===== config.mk =====
export PLATFORM = sky130hd
export DESIGN_NAME = loop_addr_gen_flat
export DESIGN_NICKNAME = d
export VERILOG_FILES = /design/src/rtl/loop_addr_gen_pkg.sv /design/src/rtl/loop_addr_gen_if.sv /design/src/rtl/loop_addr_gen_nest_cnt.sv /design/src/rtl/loop_addr_gen.sv /design/src/flat_wrapper.sv
export SDC_FILE = /design/constraint.sdc
export NUM_CORES = 1
export LEC_CHECK = 0
export ABC_AREA = 0
export BUFFER_PORTS_ARGS = -buffer_cell sky130_fd_sc_hd__buf_4
export CORE_MARGIN = 2
export CORE_UTILIZATION = 38
export CTS_CLUSTER_SIZE = 12
export DETAILED_ROUTE_END_ITERATION = 8
export PLACE_DENSITY_LB_ADDON = 0.3
export SLEW_MARGIN = 20
export SYNTH_ARGS = -nofsm -noshare
export SYNTH_HDL_FRONTEND = slang
export SYNTH_SLANG_ARGS = --single-unit

===== constraint.sdc =====
create_clock -name clk -period 2.7 [get_ports clk]
set_clock_uncertainty 0.05 [all_clocks]
set_input_delay 0.54 -clock clk [delete_from_list [all_inputs] [get_ports clk]]
set_output_delay 0.54 -clock clk [all_outputs]
set_load 0.02 [all_outputs]

===== src/rtl/loop_addr_gen_pkg.sv =====
// ----------------------------------------------------------------------------
// loop_addr_gen_pkg
// Shared definitions for the three-level loop address generator.
//   DEF_DATA_W / DEF_ADDR_W : default counter and address widths
//   state_t                 : pass FSM states (IDLE, RUN, DONE)
//   all_last()              : true when every loop level sits at its limit
// ----------------------------------------------------------------------------
package loop_addr_gen_pkg;

    localparam int DEF_DATA_W = 8;
    localparam int DEF_ADDR_W = 16;

    typedef enum logic [1:0] {
        ST_IDLE = 2'd0,
        ST_RUN  = 2'd1,
        ST_DONE = 2'd2
    } state_t;

    // The final address of a pass is the one where all three levels wrap.
    function automatic logic all_last(input logic x_l, input logic y_l, input logic c_l);
        return x_l & y_l & c_l;
    endfunction

endpackage


===== src/rtl/loop_addr_gen_if.sv =====
// ----------------------------------------------------------------------------
// loop_addr_gen_if
// Valid/ready address stream produced by loop_addr_gen.
//   addr_valid : addr (and the last flags) hold a valid address
//   addr_ready : consumer accepts the address when high with addr_valid
//   addr       : current address
//   x_last/y_last/c_last : matching loop counter is at its limit
// Modports: master (generator side), slave (consumer side).
// ----------------------------------------------------------------------------
interface loop_addr_gen_if
    import loop_addr_gen_pkg::*;
#(
    parameter int ADDR_W = DEF_ADDR_W
);
    logic              addr_valid;
    logic              addr_ready;
    logic [ADDR_W-1:0] addr;
    logic              x_last;
    logic              y_last;
    logic              c_last;

    modport master (
        output addr_valid, addr, x_last, y_last, c_last,
        input  addr_ready
    );

    modport slave (
        input  addr_valid, addr, x_last, y_last, c_last,
        output addr_ready
    );
endinterface


===== src/rtl/loop_addr_gen_nest_cnt.sv =====
// ----------------------------------------------------------------------------
// nest_cnt
// One level of a nested loop: counts 0..lim on each enabled cycle, then wraps.
//   clk, rst : clock, asynchronous active-low reset
//   en       : advance the counter this cycle
//   lim      : inclusive limit
//   cnt      : current count
//   last     : cnt equals lim (combinational, used to build the carry chain)
// ----------------------------------------------------------------------------
module nest_cnt #(
    parameter int W = 8
) (
    input  logic         clk,
    input  logic         rst,
    input  logic         en,
    input  logic [W-1:0] lim,
    output logic [W-1:0] cnt,
    output logic         last
);
    localparam logic [W-1:0] ONE = {{(W-1){1'b0}}, 1'b1};

    logic [W-1:0] cnt_r;

    // Wrap counter: advance when enabled, return to zero after the limit.
    always_ff @(posedge clk or negedge rst) begin
        if (!rst) begin
            cnt_r <= {W{1'b0}};
        end else if (en) begin
            cnt_r <= (cnt_r == lim) ? {W{1'b0}} : (cnt_r + ONE);
        end else begin
            cnt_r <= cnt_r;
        end
    end

    assign cnt  = cnt_r;
    assign last = (cnt_r == lim);

endmodule


===== src/rtl/loop_addr_gen.sv =====
// ----------------------------------------------------------------------------
// loop_addr_gen
// Walks a 3-level loop (x fastest, c slowest) and emits
//   addr = base + c*ch_stride + y*row_stride + x   (mod 2^ADDR_W)
// on a valid/ready stream. The address is built incrementally from a channel
// base and a row base accumulator, so no multipliers are needed.
// Ports:
//   clk, rst                 : clock, asynchronous active-low reset
//   start                    : begin a pass (honoured only in IDLE)
//   x_lim, y_lim, c_lim      : inclusive loop limits
//   base, row_stride, ch_stride : address setup, latched on start
//   busy                     : high in RUN and DONE
//   done                     : one-cycle pulse after the final address
//   bus                      : address stream (master modport)
// ----------------------------------------------------------------------------
module loop_addr_gen
    import loop_addr_gen_pkg::*;
#(
    parameter int DATA_W = DEF_DATA_W,
    parameter int ADDR_W = DEF_ADDR_W
) (
    input  logic              clk,
    input  logic              rst,
    input  logic              start,
    input  logic [DATA_W-1:0] x_lim,
    input  logic [DATA_W-1:0] y_lim,
    input  logic [DATA_W-1:0] c_lim,
    input  logic [ADDR_W-1:0] base,
    input  logic [ADDR_W-1:0] row_stride,
    input  logic [ADDR_W-1:0] ch_stride,
    output logic              busy,
    output logic              done,
    loop_addr_gen_if.master   bus
);
    localparam logic [ADDR_W-1:0] ONE_A = {{(ADDR_W-1){1'b0}}, 1'b1};

    state_t            state_r;
    logic              busy_r, done_r, valid_r;
    logic [ADDR_W-1:0] addr_r, row_base_r, ch_base_r;
    logic [ADDR_W-1:0] row_stride_r, ch_stride_r;
    logic [DATA_W-1:0] x_lim_r, y_lim_r, c_lim_r;

    logic              xfer_s, x_last_s, y_last_s, c_last_s, run_s;
    logic [DATA_W-1:0] x_cnt_s, y_cnt_s, c_cnt_s;

    assign xfer_s = valid_r & bus.addr_ready;
    assign run_s  = (state_r == ST_RUN);

    // Carry chain: each level advances only when all faster levels wrap.
    nest_cnt #(.W(DATA_W)) u_x (
        .clk(clk), .rst(rst), .en(xfer_s),
        .lim(x_lim_r), .cnt(x_cnt_s), .last(x_last_s)
    );
    nest_cnt #(.W(DATA_W)) u_y (
        .clk(clk), .rst(rst), .en(xfer_s & x_last_s),
        .lim(y_lim_r), .cnt(y_cnt_s), .last(y_last_s)
    );
    nest_cnt #(.W(DATA_W)) u_c (
        .clk(clk), .rst(rst), .en(xfer_s & x_last_s & y_last_s),
        .lim(c_lim_r), .cnt(c_cnt_s), .last(c_last_s)
    );

    // Pass FSM plus address accumulators; every output here is a register.
    always_ff @(posedge clk or negedge rst) begin
        if (!rst) begin
            state_r      <= ST_IDLE;
            busy_r       <= 1'b0;
            done_r       <= 1'b0;
            valid_r      <= 1'b0;
            addr_r       <= {ADDR_W{1'b0}};
            row_base_r   <= {ADDR_W{1'b0}};
            ch_base_r    <= {ADDR_W{1'b0}};
            row_stride_r <= {ADDR_W{1'b0}};
            ch_stride_r  <= {ADDR_W{1'b0}};
            x_lim_r      <= {DATA_W{1'b0}};
            y_lim_r      <= {DATA_W{1'b0}};
            c_lim_r      <= {DATA_W{1'b0}};
        end else begin
            case (state_r)
                ST_IDLE: begin
                    done_r <= 1'b0;
                    if (start) begin
                        x_lim_r      <= x_lim;
                        y_lim_r      <= y_lim;
                        c_lim_r      <= c_lim;
                        row_stride_r <= row_stride;
                        ch_stride_r  <= ch_stride;
                        addr_r       <= base;
                        row_base_r   <= base;
                        ch_base_r    <= base;
                        valid_r      <= 1'b1;
                        busy_r       <= 1'b1;
                        state_r      <= ST_RUN;
                    end else begin
                        valid_r <= 1'b0;
                        busy_r  <= 1'b0;
                    end
                end
                ST_RUN: begin
                    if (xfer_s) begin
                        if (all_last(x_last_s, y_last_s, c_last_s)) begin
                            valid_r <= 1'b0;
                            done_r  <= 1'b1;
                            state_r <= ST_DONE;
                        end else if (x_last_s && y_last_s) begin
                            // New channel: both row base and address restart there.
                            ch_base_r  <= ch_base_r + ch_stride_r;
                            row_base_r <= ch_base_r + ch_stride_r;
                            addr_r     <= ch_base_r + ch_stride_r;
                        end else if (x_last_s) begin
                            row_base_r <= row_base_r + row_stride_r;
                            addr_r     <= row_base_r + row_stride_r;
                        end else begin
                            addr_r <= addr_r + ONE_A;
                        end
                    end else begin
                        addr_r <= addr_r;
                    end
                end
                ST_DONE: begin
                    done_r  <= 1'b0;
                    busy_r  <= 1'b0;
                    state_r <= ST_IDLE;
                end
                default: begin
                    state_r <= ST_IDLE;
                    busy_r  <= 1'b0;
                    done_r  <= 1'b0;
                    valid_r <= 1'b0;
                end
            endcase
        end
    end

    assign busy           = busy_r;
    assign done           = done_r;
    assign bus.addr_valid = valid_r;
    assign bus.addr       = addr_r;
    // Last flags come straight from counter registers, qualified by RUN.
    assign bus.x_last     = run_s & x_last_s;
    assign bus.y_last     = run_s & y_last_s;
    assign bus.c_last     = run_s & c_last_s;

endmodule


===== src/flat_wrapper.sv =====
// flat-port wrapper written by rule: the top's interface ports become plain ports
module loop_addr_gen_flat import loop_addr_gen_pkg::*;
#(
    parameter int DATA_W = DEF_DATA_W,
    parameter int ADDR_W = DEF_ADDR_W
)
  (clk, rst, start, x_lim, y_lim, c_lim, base, row_stride, ch_stride, busy, done, bus_addr_valid, bus_addr, bus_x_last, bus_y_last, bus_c_last, bus_addr_ready);
  loop_addr_gen_if #(.ADDR_W(ADDR_W)) bus_i ();
  input  logic clk;
  input  logic rst;
  input  logic start;
  input  logic [DATA_W-1:0] x_lim;
  input  logic [DATA_W-1:0] y_lim;
  input  logic [DATA_W-1:0] c_lim;
  input  logic [ADDR_W-1:0] base;
  input  logic [ADDR_W-1:0] row_stride;
  input  logic [ADDR_W-1:0] ch_stride;
  output logic busy;
  output logic done;
  output wire logic [$bits(bus_i.addr_valid)-1:0] bus_addr_valid;
  output wire logic [$bits(bus_i.addr)-1:0] bus_addr;
  output wire logic [$bits(bus_i.x_last)-1:0] bus_x_last;
  output wire logic [$bits(bus_i.y_last)-1:0] bus_y_last;
  output wire logic [$bits(bus_i.c_last)-1:0] bus_c_last;
  input wire logic [$bits(bus_i.addr_ready)-1:0] bus_addr_ready;
  assign bus_addr_valid = bus_i.addr_valid;
  assign bus_addr = bus_i.addr;
  assign bus_x_last = bus_i.x_last;
  assign bus_y_last = bus_i.y_last;
  assign bus_c_last = bus_i.c_last;
  assign bus_i.addr_ready = bus_addr_ready;
  loop_addr_gen #(.DATA_W(DATA_W), .ADDR_W(ADDR_W)) u_core (.clk(clk), .rst(rst), .start(start), .x_lim(x_lim), .y_lim(y_lim), .c_lim(c_lim), .base(base), .row_stride(row_stride), .ch_stride(ch_stride), .busy(busy), .done(done), .bus(bus_i));
endmodule

Word-level counts from Yosys, hierarchy flattened

Index checks and enable logic that the tools add are counted.

Reductions and logical operators: 10
Muxes and demuxes: 30
Bitwise logic cells: 9
$add $sub $neg: 6
Equal/unequal tests: 11

Operators by type and width:

| operator                | number |
|---|---|
| $mux W16                | 12 |
| $pmux W16 S2            | 3 |
| $add A16 B16 Y16        | 2 |
| $add A8 B1 Y8 const B   | 3 |
| $eq A8 B8 Y1            | 3 |
| $mux W8                 | 3 |
| $add A16 B1 Y16 const B | 1 |
| $reduce_and A5 Y1       | 2 |
| $and A1 B1 Y1           | 8 |
| $ne A2 B2 Y1 const B    | 4 |
| $mux W1                 | 6 |
| $mux W2                 | 3 |
| $reduce_and A3 Y1       | 2 |
| $pmux W2 S2             | 1 |
| $reduce_and A2 Y1       | 2 |
| $reduce_and A4 Y1       | 1 |
| $ne A3 B2 Y1 const B    | 1 |
| $pmux W1 S3             | 1 |
| $eq A2 B1 Y1 const B    | 1 |
| $eq A2 B2 Y1 const B    | 1 |
| $logic_not A2 Y1        | 1 |
| $ne A2 B1 Y1 const B    | 1 |
| $pmux W1 S2             | 1 |
| $reduce_bool A2 Y1      | 1 |
| other kinds (2)         | 2 |

Bits in registers: 133
Logic and storage cells: 81

Longest topological paths before layout

Gate-level depths: netlist (run 1).

Word-level depth: 6
Depth in mapped cells: 9

By module

Synthesis (run 1) repeated with hierarchy kept, for this count alone.

Cell total of the unflattened synthesis: 979
Area total of the unflattened synthesis: 8368.0 um^2

Modules (own cells, without submodules):

| module        | seq. area each (um^2) | instances | area an instance (um^2) | cells each |
|---|---|---|---|---|
| loop_addr_gen | 2727.6                | 1         | 6682.7                  | 811 |
| nest_cnt      | 200.2                 | 3         | 561.8                   | 56 |

Worst setup path before layout (run 1)

Ideal clock, no wire load.

Path type: register to register
Start point: register u_core.row_stride_r[0]
End point: register u_core.addr_r[8] (netlist: u_core.bus.addr[8])
Arrival time: 2.404 ns
Path buffers: 0
Cell stages (with the launch flop): 10
Setup slack: 0.117 ns
Period minus slack after synthesis: 2.583 ns
Path through: dfrtp_1 > ha_1 > fa_1 > a211oi_1 > o21bai_1 > a2111oi_0 > a21oi_1 > xor2_1 > a221oi_1 > o31ai_1

Longest elaborated chain between the ends: 6

RTL lines:

| item                   | RTL line             | text |
|---|---|---|
| from (decl)            | loop_addr_gen.sv:40  | `logic [ADDR_W-1:0] row_stride_r, ch_stride_r;` |
| from (signal assigned) | loop_addr_gen.sv:73  | `row_stride_r <= {ADDR_W{1'b0}};` |
| from (signal assigned) | loop_addr_gen.sv:86  | `row_stride_r <= row_stride;` |
| $add A16 B16 Y16       | loop_addr_gen.sv:112 | `addr_r <= row_base_r + row_stride_r;` |
| $mux W16               | loop_addr_gen.sv:110 | `end else if (x_last_s) begin` |
| $mux W16               | loop_addr_gen.sv:105 | `end else if (x_last_s && y_last_s) begin` |
| $mux W16               | loop_addr_gen.sv:101 | `if (all_last(x_last_s, y_last_s, c_last_s)) begin` |
| $mux W16               | loop_addr_gen.sv:100 | `if (xfer_s) begin` |
| $pmux W16 S2           | loop_addr_gen.sv:79  | `case (state_r)` |
| to (signal assigned)   | loop_addr_gen.sv:88  | `addr_r <= base;` |
| to (signal assigned)   | loop_addr_gen.sv:109 | `addr_r <= ch_base_r + ch_stride_r;` |
| to (signal assigned)   | loop_addr_gen.sv:112 |  |
| to (decl)              | loop_addr_gen.sv:39  | `logic [ADDR_W-1:0] addr_r, row_base_r, ch_base_r;` |

Every way passes these cells. The select of a mux whose other input is x is not followed.
A chain may end at the register's enable or synchronous reset.

Worst setup path in the final report (run 1)

Start point: register u_core.u_c.cnt_r[3] (netlist: u_core.u_c.cnt[3])
End point: output bus_c_last

Longest elaborated chain between the ends: 2

RTL lines:

| item                   | RTL line                     | text |
|---|---|---|
| from (decl)            | loop_addr_gen_nest_cnt.sv:22 | `logic [W-1:0] cnt_r;` |
| from (signal assigned) | loop_addr_gen_nest_cnt.sv:27 | `cnt_r <= {W{1'b0}};` |
| from (signal assigned) | loop_addr_gen_nest_cnt.sv:29 | `cnt_r <= (cnt_r == lim) ? {W{1'b0}} : (cnt_r + ONE);` |
| from (signal assigned) | loop_addr_gen_nest_cnt.sv:31 | `cnt_r <= cnt_r;` |
| $eq A8 B8 Y1           | loop_addr_gen_nest_cnt.sv:36 | `assign last = (cnt_r == lim);` |
| $and A1 B1 Y1          | loop_addr_gen.sv:142         | `assign bus.c_last = run_s & c_last_s;` |
| to (decl)              | flat_wrapper.sv:24           | `output wire logic [$bits(bus_i.c_last)-1:0] bus_c_last;` |

Every way passes these cells.

==> results of run 1 <==
[through the flow]
stage	setup slack [ns]	cells	setup TNS [ns]	utilization [%]	hold slack [ns]
2_1_floorplan	0.117	934	0	-	0.194
3_3_place_gp	-0.0432	1314	-0.0898	44.6	0.415
3_5_place_dp	-0.0422	1314	-0.134	44.6	0.419
4_1_cts	0.000716	1347	0	47.6	0.226
5_1_grt	-0.0257	1351	-0.0308	48.3	0.230
6_report	0.108	1351	0	48.3	0.237
[layout make-up]
| class | count | area share, % |
|---|---|---|
| repair buffers | 148 | 11.4 |
| well taps | 275 | 3.41 |
| clock buffers | 17 | 4.21 |
| inverters | 11 | 0.409 |
| clock inverters | 15 | 1.60 |
| flip-flops and latches | 133 | 33.0 |
| multi-input cells | 752 | 46.0 |
[worst max-delay path: cells and delay by family (launching register included)]
| family | cells | cell delay [ns] |
|---|---|---|
| and+or+nand+nor | 3 | 0.62 |
| DFF | 1 | 0.42 |
| buffers and inverters | 2 | 0.34 |
| xor gates and xnor gates | 1 | 0.18 |
[flip-flops by register name, summed over array words and instances (netlist names)]
name,cells
u_core.bus.addr,16
u_core.ch_base_r,16
u_core.ch_stride_r,16
u_core.row_base_r,16
u_core.row_stride_r,16
u_core.c_lim_r,8
u_core.u_c.cnt,8
u_core.u_x.cnt,8
u_core.u_y.cnt,8
u_core.x_lim_r,8
u_core.y_lim_r,8
u_core.state_r,2
u_core.bus.addr_valid,1
u_core.busy,1
u_core.done,1
[synthesized netlist by cell type, types with 4 or more instances]
| cell | n |
|---|---|
| a211oi_1 | 10 |
| a21o_1 | 13 |
| a21oi_1 | 55 |
| a311oi_1 | 6 |
| a31oi_1 | 13 |
| and2_1 | 7 |
| and3_1 | 12 |
| buf_2 | 6 |
| clkbuf_1 | 23 |
| dfrtp_1 | 133 |
| ha_1 | 34 |
| inv_1 | 11 |
| mux2_2 | 10 |
| mux2i_1 | 9 |
| nand2_1 | 261 |
| nand2b_1 | 6 |
| nand3_1 | 27 |
| nand4_1 | 8 |
| nor2_1 | 54 |
| nor3_1 | 6 |
| o211ai_1 | 8 |
| o21ai_0 | 62 |
| o21bai_1 | 4 |
| o31ai_1 | 13 |
| or2_2 | 4 |
| xnor2_1 | 47 |
| xor2_1 | 20 |
[power by group through the flow]
stage / registers [µW] / clock network (µW) / logic [µW]
floorplan: 2790 / 0 / 1930
CTS: 2770 / 2380 / 2930
global route: 2840 / 2480 / 3370
finish: 2780 / 2350 / 3050
global placement: 2790 / 0 / 2850
detailed placement: 2790 / 0 / 2890
[path summary, 6_finish.rpt]
kind | cells past startpoint | slack, ns | end
worst max-delay path | 6 | 0.11 | bus_c_last
min in group asynchronous | 2 | 0.55 | u_core.row_stride_r[4]$_DFFE_PN0P_
worst min register to register | 2 | 0.44 | u_core.ch_stride_r[12]$_DFFE_PN0P_
max in group asynchronous | 3 | 1.31 | u_core.ch_stride_r[9]$_DFFE_PN0P_
worst min-delay path | 3 | 0.24 | u_core.y_lim_r[0]$_DFFE_PN0P_
worst max register to register | 9 | 0.12 | u_core.bus.addr[15]$_DFFE_PN0P_
[metal layers]
metal | wire length (µm) | share of wire (%)
met1 | 11000 | 48
met2 | 10300 | 45
met3 | 1190 | 5.2
met4 | 630 | 2.7
met5 | 0 | 0
[cells by family (layout without fill, tap and decap cells)]
kind of cell,Yosys count,count (layout),synth area share (%)
and+or+nand+nor,407,407,22.1
AOI/OAI and AO/OA,222,222,17.9
DFF,133,133,41.4
xor gates and xnor gates,67,67,7.30
buffers and inverters,49,191,2.80
adders and majority gates,36,36,5.79
muxes,20,20,2.66
[repair_timing]
action,in CTS,in global routing
endpoints found under the setup margin,7,17
setup buffers,0,6
hold buffers,1,0
resized for setup,5,22
hold endpoints to repair,14,0
pin swaps,2,21
==> results by group, run 1 <==
Setup path
  – Crit path max fanout: 9
  – CP Data Required Time: 2.11 ns
  – Worst reg2reg startpoint: u_core.ch_stride_r[1]$_DFFE_PN0P_
  – Startpoint types: flop
  – CP dominant cell by count: buf_4
  – Worst stage delay on the critical path: 0.42 ns
  – Crit end category: output port
  – Critical path class: flop to output port
  – Critical Path Start: u_core.u_c.cnt[3]$_DFFE_PN0P_
  – Crit-path cells: xor2_1 -> nor4_2 -> nand2_1 -> buf_4 -> nor2_2 -> buf_4
  – WP data arrival: 2.00 ns
  – Crit-path slowest cell: dfrtp_1

Placement
  – Cell Area, Placed: 9320 µm²
  – Detailed Place HPWL: 16,900 µm
  – Routability cong.: 0.884
  – IO Port Bufs: 97

Floorplan
  – Die area: 22,300 µm²
  – Die Ht: 149 µm
  – DIE WIDTH: 149 µm
  – Starting Density: 38.5%
  – # rows: 53
  – Core Footprint: 20,900 µm²
  – # IOs: 98

Global routing
  – Total gr overflow: 0
  – Pin count of the biggest net entering global routing: 48
  – Vias in the first global route: 6,947
  – Total track usage: 21.5%
  – First-pass GRT wire length: 37,100 µm
  – Met3 usage: 4.33%
  – Met1 usage: 29.9%
  – M2 GR Usage: 33.4%
  – GRT busiest layer: met2
  – Initial antenna violation count: 0

Pwr
  – Power per cell area: 811 nW/µm²
  – VDD IR-drop max: 0.000396 V
  – Reg power frac: 34.0%
  – Power share of the clock group: 28.7%
  – PnR Total Power: 8180 µW
  – Internal Pwr Total: 5070 µW
  – Sw Share: 38.0%
  – Combinational share of power: 37.3%
  – Pleak: 0.00476 µW
  – P_sw: 3110 µW

Layout
  – Nets: 1,175
  – Reg area: 3330 µm²
  – Most frequent cells in the layout: nand2_1 (261), buf_4 (143), dfrtp_1 (133)
  – Layout fillers: 2,060
  – Area Growth Syn to Fin: 25.6%
  – Diodes inserted: 0
  – Most common cell after layout, fill and taps aside: nand2_1
  – Final Cell Area: 10,100 µm²
  – Area of the multi-input gates: 4640 µm²
  – Share of layout cells above drive strength 1: 21.6%

Logic synthesis
  – Area contributors post-synth: dfrtp_1 (41%), nand2_1 (12%), ha_1 (5.3%)
  – Mapped Nets: 1,046
  – Share of Yosys cell area claimed by the top area cell type: 41.4%
  – Syn avg cell area: 8.61 µm²
  – Sequential element share of the synthesized area: 41.4%
  – Flops & latches, synth: 133
  – Post-synth top flop: dfrtp_1
  – YS warnings: 0
  – Synthesized cell area: 8040 µm²
  – Mapped Cells: 934
  – Fraction of registers with async set/reset: 100%
  – Yosys top cell by area: dfrtp_1
  – EDFF count, synth: 0
  – Post-synth cell types: 75

Routing
  – Via count: 7,169
  – DR iter-0 viols: 376
  – Antenna-violating nets left: 0
  – Post-DR vias/cell: 5.31
  – Drt wl/cell: 17.1 µm
  – TritonRoute pass-1 iters: 5
  – Drt total wl: 23,100 µm
  – DRC viols: 0

Worst hold path
  – Worst Hold Class: primary input to flop
  – Hold wc startpoint: y_lim[0]

Timing
  – F_max: 0.386 GHz
  – RSZ-0062 raised after global routing: true
  – Worst-Margin Slew: 0.547 ns
  – Final Setup Violations: 0
  – Final hold violations: 0
  – Period utilisation layout: 96.0%
  – Post-layout min period: 2.59 ns
  – Max_slew headroom: 63.3%
  – Slew Viols, Final: 0

Clock network
  – CTS buffer count: 17
  – TritonCTS clock tree: yes
  – Root buffer cell: clkbuf_16
  – Clock Latency Late Sink: 0.44 ns
  – Clk buf depth: 2
  – Clock slew at reported path FFs: 0.07 ns
  – Clk sinks: 133
  – H-Tree Depth: 4

Status
  – Outcome: completed

Run
  – Max_cap viols: 0
Note: power is estimated with default switching activity, not from simulation.
==> run 2: changes to the inputs <==
--- a/config.mk
+++ b/config.mk
@@ -15,4 +15,5 @@
 export SLEW_MARGIN = 20
 export SYNTH_ARGS = -nofsm -noshare
 export SYNTH_HDL_FRONTEND = slang
+export SYNTH_HIERARCHICAL = 1
 export SYNTH_SLANG_ARGS = --single-unit
==> run 2 against run 1 <==
First-iteration DRC count rose by 21%. Hold slack got worse by 0.21 ns. Combinational power decreased by 74%. Global-route usage decreased by 0.46 points. Clock power decreased by 6%. Utilization is 1.4 points lower. Die area grew 4.0%.
==> results by group, run 2 <==
Clock network
  – Hold_buf cts: 0
  – Clk buf depth: 2
  – Clock slew at reported path FFs: 0.06 ns
  – TritonCTS clock tree: yes
  – Root buffer cell: clkbuf_16
  – Clk sinks: 133
  – H-Tree Depth: 4
  – CTS buffer count: 17
  – Clock Latency Late Sink: 0.43 ns

Global routing
  – Total track usage: 21.1%
  – Vias in the first global route: 7,287
  – Total gr overflow: 0
  – Initial antenna violation count: 0
  – Pin count of the biggest net entering global routing: 57
  – First-pass GRT wire length: 39,000 µm

Routing
  – DR iter-0 viols: 456
  – Antenna-violating nets left: 0
  – TritonRoute pass-1 iters: 5
  – Drt wl/cell: 17.7 µm
  – Drt total wl: 24,400 µm
  – DRC viols: 0
  – Post-DR vias/cell: 5.41
  – Via count: 7,459

Logic synthesis
  – Synthesized cell area: 8370 µm²
  – Share of Yosys cell area claimed by the top area cell type: 39.8%
  – Fraction of registers with async set/reset: 100%
  – Synth cell count leaders: nand2_1 (260), dfrtp_1 (133), nor2_1 (74), a21oi_1 (63), xnor2_1 (56)
  – Most common cell in the netlist: nand2_1
  – Mapped Nets: 1,091
  – Post-synth top flop: dfrtp_1
  – Mapped Cells: 979
  – Yosys top cell by area: dfrtp_1
  – YS warnings: 6
  – Area contributors post-synth: dfrtp_1 (40%), nand2_1 (12%), xnor2_1 (5.9%)
  – Post-synth cell types: 70
  – Sequential element share of the synthesized area: 39.8%
  – Syn avg cell area: 8.55 µm²
  – Flops & latches, synth: 133
  – EDFF count, synth: 0

Floorplan
  – DIE WIDTH: 152 µm
  – Starting Density: 38.6%
  – Die Ht: 152 µm
  – Core Footprint: 21,700 µm²
  – # rows: 54
  – # IOs: 98
  – Die area: 23,200 µm²

Worst hold path
  – Worst Hold Class: primary input to async pin

Layout
  – Most common cell after layout, fill and taps aside: nand2_1
  – Most frequent cells in the layout: nand2_1 (259), dfrtp_1 (132), buf_4 (128)
  – Share of layout cells above drive strength 1: 20.9%
  – Area Growth Syn to Fin: 21.7%
  – Final core occ: 47.0%
  – Diodes inserted: 0
  – Nets: 1,198

Placement
  – Detailed Place HPWL: 17,900 µm
  – Setup Slack @ Placement: 0.124 ns
  – IO Port Bufs: 97
  – Routability cong.: 0.900

Setup path
  – Crit path max fanout: 5
  – WP data arrival: 2.90 ns
  – Startpoint types: flop
  – Crit end category: flop
  – Critical path class: flop to flop
  – CP Data Required Time: 2.96 ns

Run
  – Max_cap viols: 0

Timing
  – Final hold violations: 0
  – Period utilisation layout: 97.7%
  – Post-layout min period: 2.64 ns
  – Final Setup Violations: 0
  – Max_slew headroom: 55.4%
  – Final Worst Setup Slack: 0.0611 ns
  – Worst-Margin Slew: 0.666 ns
  – RSZ-0062 raised after global routing: true
  – F_max: 0.379 GHz
  – Slew Viols, Final: 0

Pwr
  – Pleak: 0.00482 µW
  – Power per cell area: 515 nW/µm²
  – VDD IR-drop max: 0.000343 V

Status
  – Outcome: completed
[run 2: cell count changes in the layout (fill, tap and decap cells not counted), moves of 8 or more]
cell     previous run  this run
o21ai_0            62        40
nor2_1             52        72
buf_4             143       128
o31ai_1            13         4
a21oi_1            54        62
xor2_1             20        12
[run 2: repair_timing]
action / in CTS / in global routing
setup buffers: 0 / 0
gates resized for setup: 4 / 11
pin swaps: 0 / 1
endpoints found under the setup margin: 2 / 7
[run 2: kinds of logic after synthesis]
| group | count (synthesis) | share of synthesized area, % |
|---|---|---|
| compound gates | 228 | 18.1 |
| xor+xnor | 72 | 7.89 |
| fa+ha+maj | 36 | 5.56 |
| buf+inv | 62 | 3.65 |
| flops | 133 | 39.8 |
| mux | 19 | 2.35 |
| simple gates | 429 | 22.7 |
[run 2: routing by layer]
metal | vias up | GRT usage, % | routed length (µm)
li1 | 3601 | - | -
met1 | 3564 | 28.6 | 10800
met2 | 265 | 34.8 | 11600
met3 | 29 | 3.75 | 1610
met4 | 0 | 5.65 | 395
met5 | - | 0 | 0
[run 2: final timing paths]
check / to / start / slack, ns / cells past startpoint
setup / recovery: u_core/bus.addr[15]$_DFFE_PN0P_ / u_core/row_base_r[3]$_DFFE_PN0P_ / 0.06 / 8
hold / removal: u_core/u_c/cnt[2]$_DFFE_PN0P_ / rst / 0.03 / 1
hold reg to reg: u_core/ch_stride_r[4]$_DFFE_PN0P_ / u_core/ch_stride_r[4]$_DFFE_PN0P_ / 0.43 / 2
setup reg to reg: u_core/bus.addr[15]$_DFFE_PN0P_ / u_core/row_base_r[3]$_DFFE_PN0P_ / 0.06 / 8
min in group clk: u_core/ch_stride_r[4]$_DFFE_PN0P_ / ch_stride[4] / 0.25 / 3
max in group asynchronous: u_core/u_x/cnt[4]$_DFFE_PN0P_ / rst / 1.80 / 2
[run 2: through the flow]
step | area [µm²] | TNS (ns) | hold slack (ns) | std cells | total power [µW]
after floorplan | 8370 | 0 | 0.194 | 979 | 2690
after global placement | 9520 | 0 | 0.418 | 1346 | 3050
after detailed placement | 9550 | 0 | 0.421 | 1347 | 3060
after CTS | 10100 | 0 | 0.0376 | 1378 | 5290
after global routing | 10200 | -0.0831 | 0.0526 | 1378 | 5460
final | 10200 | 0 | 0.0301 | 1378 | 5250
[run 2: area by class of cell]
class,instances,area (µm²)
clock buffer,24,482
clock inverter,7,73.8
fill,2110,11500
inverter,16,60.1
multi-input combinational,784,4810
sequential,133,3330
tap,280,350
timing repair buffer,134,1070
[run 2: report_power, final]
part	switching [µW]	internal, µW
logic	413	375
registers	149	2100
clock network	879	1330
[run 2: worst max-delay path: stages (launching register included)]
cell and delay, ns:
dfrtp_1 0.39, ha_1 0.37, a21o_1 0.21, a21oi_2 0.21
a31oi_1 0.15, o21ai_1 0.48, a21oi_1 0.13, a31o_2 0.24
a211o_1 0.28
